### src/rtl/lcd_char_scheduler.sv
// lcd_char_scheduler
//   Shares the LCD character-write port between two byte requesters.
//   Requests are arbitrated round-robin into a small FIFO. Nothing is written
//   until the LCD power-on init time has passed. Each write is a one-cycle
//   strobe followed by a fixed gap, because the LCD gives no completion flag.
//
// Ports
//   Clock, Reset        system clock; synchronous active-high reset
//   iReq0Valid/Data     requester 0 (ALU result byte)
//   oReq0Ready          requester 0 byte accepted when Valid && Ready
//   iReq1Valid/Data     requester 1 (debug/status byte)
//   oReq1Ready          requester 1 accept qualifier
//   oLcdStrobe          one-cycle pulse per character (LCD externalInput)
//   oLcdData            character byte (LCD alu_data), held until next pop
//   oBusy               high while initialising, strobing or in the gap
//   oFifoCount          current FIFO occupancy
//   oCharCount          characters issued since reset, wraps at 256
//   oDbgState           current FSM state, for observation only
//
// Handshake: a byte transfers on a rising edge where Valid && Ready are both
// high. Ready is combinational. It never depends on the requester's own Valid,
// and at most one requester is ready whenever both are valid.

module lcd_char_scheduler #(
    parameter int FIFO_DEPTH = 8,
    parameter int INIT_WAIT  = 1100000,
    parameter int WRITE_GAP  = 4000,
    parameter int CNT_W      = 32
) (
    input  logic                          Clock,
    input  logic                          Reset,
    input  logic                          iReq0Valid,
    input  logic [7:0]                    iReq0Data,
    output logic                          oReq0Ready,
    input  logic                          iReq1Valid,
    input  logic [7:0]                    iReq1Data,
    output logic                          oReq1Ready,
    output logic                          oLcdStrobe,
    output logic [7:0]                    oLcdData,
    output logic                          oBusy,
    output logic [$clog2(FIFO_DEPTH):0]   oFifoCount,
    output logic [7:0]                    oCharCount,
    output logic [1:0]                    oDbgState
);

    localparam int PTR_W = $clog2(FIFO_DEPTH);
    localparam logic [PTR_W:0]   FULL_CNT  = FIFO_DEPTH[PTR_W:0];
    localparam logic [CNT_W-1:0] INIT_LAST = CNT_W'(INIT_WAIT - 1);
    localparam logic [CNT_W-1:0] GAP_LAST  = CNT_W'(WRITE_GAP - 1);

    typedef enum logic [1:0] {
        S_INIT   = 2'd0,
        S_IDLE   = 2'd1,
        S_STROBE = 2'd2,
        S_GAP    = 2'd3
    } state_t;

    state_t           state_q, state_d;
    logic [CNT_W-1:0] cnt_q, cnt_d;
    logic [PTR_W-1:0] rd_ptr_q, rd_ptr_d;
    logic [PTR_W-1:0] wr_ptr_q, wr_ptr_d;
    logic [PTR_W:0]   count_q, count_d;
    logic [7:0]       data_q, data_d;
    logic [7:0]       char_q, char_d;
    logic             rr_q, rr_d;      // 0: req0 owns the tie, 1: req1
    logic [7:0]       mem_q [FIFO_DEPTH];

    logic       full;
    logic       push0, push1, push, pop;
    logic [7:0] push_data;

    // Arbitration. Fullness uses the current occupancy only, so a pop in the
    // same cycle never opens room for a push.
    always_comb begin
        full       = (count_q == FULL_CNT);
        oReq0Ready = !Reset && !full && (!iReq1Valid || !rr_q);
        oReq1Ready = !Reset && !full && (!iReq0Valid ||  rr_q);
        push0      = iReq0Valid && oReq0Ready;
        push1      = iReq1Valid && oReq1Ready;
        push       = push0 || push1;
        push_data  = push0 ? iReq0Data : iReq1Data;
        // Hand the tie to whoever was not served.
        rr_d       = push ? push0 : rr_q;
    end

    // Sequencer: init wait, then strobe and gap for each queued byte.
    always_comb begin
        state_d = state_q;
        cnt_d   = cnt_q;
        data_d  = data_q;
        char_d  = char_q;
        pop     = 1'b0;
        case (state_q)
            S_INIT: begin
                if (cnt_q == INIT_LAST) begin
                    state_d = S_IDLE;
                    cnt_d   = '0;
                end else begin
                    cnt_d = cnt_q + 1'b1;
                end
            end
            S_IDLE: begin
                if (count_q != '0) begin
                    state_d = S_STROBE;
                    data_d  = mem_q[rd_ptr_q];
                    pop     = 1'b1;
                end
            end
            S_STROBE: begin
                state_d = S_GAP;
                char_d  = char_q + 1'b1;
            end
            S_GAP: begin
                if (cnt_q == GAP_LAST) begin
                    state_d = S_IDLE;
                    cnt_d   = '0;
                end else begin
                    cnt_d = cnt_q + 1'b1;
                end
            end
            default: state_d = S_INIT;
        endcase
    end

    // FIFO pointers wrap naturally because the depth is a power of two.
    always_comb begin
        wr_ptr_d = push ? wr_ptr_q + 1'b1 : wr_ptr_q;
        rd_ptr_d = pop  ? rd_ptr_q + 1'b1 : rd_ptr_q;
        count_d  = count_q;
        if (push && !pop) begin
            count_d = count_q + 1'b1;
        end else if (pop && !push) begin
            count_d = count_q - 1'b1;
        end
    end

    always_ff @(posedge Clock) begin
        if (Reset) begin
            state_q  <= S_INIT;
            cnt_q    <= '0;
            rd_ptr_q <= '0;
            wr_ptr_q <= '0;
            count_q  <= '0;
            data_q   <= '0;
            char_q   <= '0;
            rr_q     <= 1'b0;
        end else begin
            state_q  <= state_d;
            cnt_q    <= cnt_d;
            rd_ptr_q <= rd_ptr_d;
            wr_ptr_q <= wr_ptr_d;
            count_q  <= count_d;
            data_q   <= data_d;
            char_q   <= char_d;
            rr_q     <= rr_d;
        end
    end

    // Storage needs no reset; the pointers and the count define validity.
    always_ff @(posedge Clock) begin
        if (push) begin
            mem_q[wr_ptr_q] <= push_data;
        end
    end

    assign oLcdStrobe = (state_q == S_STROBE);
    assign oLcdData   = data_q;
    assign oBusy      = (state_q != S_IDLE);
    assign oFifoCount = count_q;
    assign oCharCount = char_q;
    assign oDbgState  = state_q;

endmodule

### config.mk
export PLATFORM = sky130hd
export DESIGN_NAME = lcd_char_scheduler
export DESIGN_NICKNAME = d
export VERILOG_FILES = /design/src/rtl/lcd_char_scheduler.sv
export SDC_FILE = /design/constraint.sdc
export NUM_CORES = 1
export LEC_CHECK = 0
export BUFFER_PORTS_ARGS = -buffer_cell sky130_fd_sc_hd__buf_2
export CORE_MARGIN = 5
export CORE_UTILIZATION = 50
export DETAILED_ROUTE_END_ITERATION = 7
export PLACE_DENSITY = 0.69
export SLEW_MARGIN = 20
export SYNTH_ARGS = -nofsm -noshare
export SYNTH_HDL_FRONTEND = slang
export SYNTH_SLANG_ARGS = --single-unit
### constraint.sdc
create_clock -name Clock -period 3.6 [get_ports Clock]
set_input_delay 0.72 -clock Clock [delete_from_list [all_inputs] [get_ports Clock]]
set_output_delay 0.72 -clock Clock [all_outputs]
set_load 0.02 [all_outputs]
==> metrics.md, run 1 <==
| Metric | Value |
|---|---|
| DRT antenna net count | 0 |
| Pin count of the biggest net entering global routing | 33 |
| Reg2Reg Setup Slack | a little under 800 ps |
| Site Rows | 38 |
| Ant. Diodes | 0 |
| Final instance area | about 6500 um2 |
| Gate Count Post-Synth | around 440 |
| Post-DP HPWL | 6940 um |
| Final period util | 0.783 |
| Total GRT Usage | 0.174 |
| Top cell type by total area after synthesis | edfxtp_1 |
| Total vias in the final route | roughly 3.5k |
| Final total power | 4.06 mW |
| Critical Path RT | 4050 ps |
| CP Max Fanout | 6 |
| Depth of the most critical reg-to-reg path | 12 |
| Clock tree buffer depth | 2 |
| Fin crit period | approximately 2800 ps |
| Syn Std Cell Area | ~5500 um2 |
| Final Slew Violations | 0 |
| Die Y | between 100 and 150 um |
| Fin Setup TNS | 0 ps |
| CTS Hold Bufs | 0 |
| Top Ports | between 40 and 50 |
| WHS Endpoint | oCharCount[7] |
| Non-filler instance count after layout | roughly 650 |
| Total grt overflow | 0 |
| Initial Util | 0.509 |
| CTS Sinks | around 130 |
| Worst reg2reg path endpoint | oFifoCount[3] |
| Setup violators final | 0 |
| Synth cell types | 49 |
| # H-tree levels | 4 |
| CTS root buf | clkbuf_8 |
| Leakage | about 2.3 nW |
| Placed insts | around 600 |
| Initial drt markers | roughly 160 |
| Post-synth top area share | 0.348 |
| Power Density | around 630 nW/um2 |
| Outcome | finished clean |
| Die width | approximately 120 um |
| Final Skew | a little over 9 ps |
| Setup crit end kind | register |
| Crit path kind | reg -> reg |
| Max Fclk | roughly 350 MHz |
| Drt pass-1 iters | 5 |
| Post-CTS Setup Bufs | 0 |
| MaxCap Viol Count | 0 |
| Worst R2R Start | oFifoCount[0] |
| Ys async rst share | 0 |
| Worst skew pair latency | 520 ps |
| Arrival time of the worst setup path | 3260 ps |
| # port buffers | 45 |
| Avg Inst Size Synth | 12.6 um2 |
| Synth Net Count | 469 |
| Reg clk slew, reported paths | 60 ps |
| Endpoints failing hold | 0 |
| Post-DP Area | around 5900 um2 |
| Drt via density | between 5 and 6 |
| Routed WL per cell | approximately 17 um |
| RD Place Congestion | around 0.77 |
| Hold Path Origin | oCharCount[7] |
| Post-synth EDFFs | 64 |
| Layout cells sized above 1 | 0.265 |
| Most frequent cell after synthesis | edfxtp_1 |
| Final net count | about 530 |
| Unrepaired setup endpoints after global routing | no |
| Antenna violations before repair | 0 |
| PostCTS Resize Cnt | 0 |
| Drc violations | 0 |
| Prevailing post-synth register cell | edfxtp_1 |
| CORE AREA | about 11000 um2 |
| Commonest cells in the netlist | edfxtp_1 (64), nor2_1 (63), dfxtp_1 (61), xnor2_1 (26), nand2_1 (25) |
| Synth-to-layout area growth | 17.9% |
| Number of global-route vias before repair | about 3.4k |
| Synthesized flop and latch total | ~130 |
| Hold depth | 2 |
| Register area share after synthesis | 0.570 |
| DIE AREA | roughly 13000 um2 |
| TritonCTS clock tree | yes |
| Final WL | around 11000 um |
| Warnings, synthesis | 0 |
| Hold Path Class | reg -> reg |
| Startpoint Class | register |
| Top cells by area, synth | edfxtp_1 (35%), dfxtp_1 (22%), mux4_2 (6.5%) |
| Headroom to the max-slew limit | 0.385 |
| Filler instances | 835 |
| Peak supply drop | ~0.00033 V |
| Num CTS Buffers | 17 |
| First-pass GRT wire length | roughly 17000 um |
| Worst slew pin tran | around 920 ps |
==> sequential cells by signal, summed over array words and instances (netlist names), 2 cells and up <==
signal      cells
oCharCount      8
oFifoCount      4
wr_ptr_q        3
cnt_q          32
rd_ptr_q        3
oLcdData        8
oDbgState       2
mem_q          64
==> layout make-up <==
class | instances | area (um2) | share of cell area
timing repair buffer | 57 | 315 | 0.0485
tap | 140 | 175 | 0.0269
inverter | 12 | 45.0 | 0.00693
sequential | 125 | 3140 | 0.483
multi-input combinational | 279 | 2220 | 0.342
clock inverter | 14 | 181 | 0.0279
clock buffer | 18 | 418 | 0.0643
==> per-layer routing <==
| layer | share of wire | wire [um] | global-route usage | vias to the layer above |
|---|---|---|---|---|
| met5 | 0 | 0 | 0 | - |
| met4 | 0.012 | 127 | 0.0743 | 0 |
| met3 | 0.060 | 648 | 0.0558 | 10 |
| met2 | 0.50 | 5380 | 0.282 | 90 |
| met1 | 0.43 | 4660 | 0.216 | 1716 |
| li1 | - | - | - | 1689 |
==> critical path, stage by stage (launching register included) <==
cell,delay [ps]
dfxtp_1,460
nor3_1,100
a21o_1,210
or2_2,370
inv_2,130
ha_1,190
inv_1,90
ha_1,280
a21o_1,180
a21oi_1,170
xnor2_1,90
or3_1,310
a21oi_1,150
==> kinds of logic after synthesis <==
family,Yosys count,share of synthesized area
and+or+nand+nor,159,0.160
xor gates and xnor gates,43,0.0683
AOI/OAI and AO/OA,25,0.0322
muxes,39,0.109
buffers and inverters,32,0.0293
DFF,125,0.570
adders and majority gates,13,0.0309
==> power breakdown <==
part / internal [mW] / leakage, nW / switching (mW)
logic: 0.275 / 0.940 / 0.346
clock network: 1.07 / 0.286 / 0.646
registers: 1.62 / 1.07 / 0.107
total: 2.97 / 2.30 / 1.10
==> stage by stage <==
step	hold WS (ps)	utilization	setup slack, ps
after detailed placement	471	0.544	552
after global routing	511	0.600	569
after global placement	460	0.544	654
after floorplan	450	-	782
final	482	0.600	781
after CTS	479	0.600	771
==> worst max path at each step <==
| stage | from | endpoint | slack (ps) | cells past startpoint |
|---|---|---|---|---|
| after floorplan | Reset | oFifoCount[3] | 780 | 12 |
| after global placement | Reset | oFifoCount[3] | 650 | 12 |
| after detailed placement | Reset | oFifoCount[3] | 550 | 12 |
| after CTS | oFifoCount[0] | oFifoCount[3] | 770 | 12 |
| after global routing | oFifoCount[0] | oFifoCount[3] | 570 | 12 |
| final | oFifoCount[0] | oFifoCount[3] | 780 | 12 |
==> placed cells by master, fill, tap and decap left out, types with 11 or more instances in the layout <==
cell type,instances
buf_2,45
buf_4,12
clkbuf_16,16
dfxtp_1,61
edfxtp_1,64
ha_1,12
inv_1,11
mux2i_1,14
mux4_2,16
nand2_1,25
nor2_1,63
xnor2_1,26
xor2_1,17
Power figures use the tool's default switching activity.
==> inputs of run 2 (changes only) <==
PLACE_DENSITY = 0.71   (was 0.69)
clock period = 2.4 ns   (was 3.6 ns; I/O delays follow)
==> metrics.md, run 2 (synthesis results as in run 1) <==
| Metric | Value |
|---|---|
| Final net count | 539 (was 525) |
| Final Skew | 10.3 ps (was 9.15 ps) |
| Final WL | 10900 um (was 10800 um) |
| Routed WL per cell | 16.6 um (was 16.8 um) |
| Slowest stage cell, crit path | dfxtp_2 (was dfxtp_1) |
| Depth of the most critical reg-to-reg path | 12 (unchanged) |
| Die Y | 115 um (unchanged) |
| Max Fclk | 441 MHz (was 355 MHz) |
| Unrepaired setup endpoints after global routing | no (unchanged) |
| Post-DP HPWL | 6870 um (was 6940 um) |
| Hold depth | 2 (unchanged) |
| Drt pass-1 iters | 4 (was 5) |
| Layout cells sized above 1 | 0.316 (was 0.265) |
| Pin count of the biggest net entering global routing | 33 (unchanged) |
| Ant. Diodes | 0 (unchanged) |
| Peak supply drop | 0.000564 V (was 0.000331 V) |
| Site Rows | 38 (unchanged) |
| Die width | 115 um (unchanged) |
| Number of global-route vias before repair | 3526 (was 3447) |
| Leakage | 2.37 nW (was 2.30 nW) |
| Endpoints failing hold | 0 (unchanged) |
| Total GRT Usage | 0.178 (was 0.174) |
| Synth-to-layout area growth | 20.5% (was 17.9%) |
| Worst skew pair latency | 530 ps (was 520 ps) |
| Buf+Inv Stages, Crit Path | 3 (was 2) |
| Largest registers | mem_q: 64 flops, cnt_q: 32 flops (unchanged) |
| Hold Path Class | in -> reg (was reg -> reg) |
| CTS Sinks | 125 (unchanged) |
| Reg clk slew, reported paths | 60 ps (about the same) |
| Total vias in the final route | 3537 (was 3505) |
| Drt via density | 5.37 (was 5.43) |
| Most common cell after layout, fill and taps aside | edfxtp_1 (unchanged) |
| Fin crit period | 2270 ps (was 2820 ps) |
| Clock tree buffer depth | 2 (unchanged) |
| Power Density | 929 nW/um2 (was 625 nW/um2) |
| Headroom to the max-slew limit | 0.592 (was 0.385) |
| Largest register FFs | 64 (unchanged) |
| Commonest cells after routing, fill and taps aside | edfxtp_1 (64), nor2_1 (62), dfxtp_1 (56) (was edfxtp_1 (64), nor2_1 (63), dfxtp_1 (61)) |
| Fin Setup TNS | 0 ps (unchanged) |
| Setup crit end kind | register (unchanged) |
| Initial Util | 0.509 (unchanged) |
| Kind of cell adding the most delay to the critical path | simple AND/OR/NAND/NOR gates (unchanged) |
| Final period util | 0.944 (was 0.783) |
| Final total power | 6.18 mW (was 4.06 mW) |
| MaxCap Viol Count | 0 (unchanged) |
| Drc violations | 0 (unchanged) |
| Outcome | finished clean (unchanged) |
| Crit path kind | reg -> reg (unchanged) |
| Startpoint Class | register (unchanged) |
| Crit-path max cell delay | 320 ps (was 460 ps) |
| First-pass GRT wire length | 17900 um (was 17500 um) |
| Critical Path, Cell by Cell | buf_4 > nor4_4 > nor2_2 > inv_2 > ha_4 > inv_1 > ha_4 > a21o_1 > a21oi_2 > xnor2_1 > or3_1 > a21oi_2 (was nor3_1 > a21o_1 > or2_2 > inv_2 > ha_1 > inv_1 > ha_1 > a21o_1 > a21oi_1 > xnor2_1 > or3_1 > a21oi_1) |
| # port buffers | 45 (unchanged) |
| Worst slew pin tran | 611 ps (was 921 ps) |
| RD Place Congestion | 0.806 (was 0.767) |
| Top Ports | 46 (unchanged) |
| Num CTS Buffers | 17 (unchanged) |
| Total grt overflow | 0 (unchanged) |
| CTS root buf | clkbuf_8 (unchanged) |
| CP Max Fanout | 4 (was 6) |
| Final Slew Violations | 0 (unchanged) |
| Antenna violations before repair | 0 (unchanged) |
| Setup violators final | 0 (unchanged) |
| Critical Path RT | 2870 ps (was 4050 ps) |
| Worst path depth | 12 (unchanged) |
| # H-tree levels | 4 (unchanged) |
| Initial drt markers | 181 (was 159) |
| DIE AREA | 13200 um2 (unchanged) |
| CORE AREA | 10800 um2 (unchanged) |
| Arrival time of the worst setup path | 2730 ps (was 3260 ps) |
| CTS Hold Bufs | 0 (unchanged) |
| TritonCTS clock tree | yes (unchanged) |
| DRT antenna net count | 0 (unchanged) |
| Most flop-heavy register | mem_q (unchanged) |
==> run 2: what timing repair did <==
action	in CTS	in global routing
gates resized for setup	0	9
buffers inserted	0	1
setup endpoints to repair	0	1
==> run 2: final timing paths <==
check           startpoint             to  slack, ps
max          oFifoCount[2]  oFifoCount[3]        130
min           iReq1Data[7]    mem_q[3][7]        370
max reg2reg  oFifoCount[2]  oFifoCount[3]        130
min reg2reg  oCharCount[7]  oCharCount[7]        480
==> run 2: layer usage <==
| metal | part of all wire | wire, um | track usage |
|---|---|---|---|
| met1 | 0.43 | 4740 | 0.230 |
| met2 | 0.50 | 5430 | 0.286 |
| met3 | 0.054 | 588 | 0.0411 |
| met5 | 0 | 0 | 0 |
| met4 | 0.017 | 189 | 0.0845 |
==> run 2: stage by stage <==
step / util / hold WS (ps) / instances / area (um2) / setup WS (ps)
2_1_floorplan: - / 450 / 436 / 5570 / -73.0
3_3_place_gp: 0.557 / 464 / 626 / 6040 / -76.2
3_5_place_dp: 0.557 / 482 / 626 / 6040 / -117
4_1_cts: 0.609 / 345 / 658 / 6600 / 10.7
5_1_grt: 0.613 / 366 / 659 / 6650 / 28.4
6_report: 0.613 / 373 / 659 / 6650 / 133
==> run 2: area by class of cell <==
type	count	area [um2]
clock buffers	17	414
clock inverters	15	150
fillers	844	4190
inverters	12	50.0
multi-input cells	279	2280
flip-flops and latches	125	3150
well taps	140	175
repair buffers	71	420
==> run 2: power breakdown <==
part | internal (mW) | switching (mW) | leakage, nW | total, mW
clock network | 1.41 | 1.02 | 0.272 | 2.43
registers | 2.44 | 0.115 | 1.08 | 2.56
logic | 0.563 | 0.626 | 1.02 | 1.19
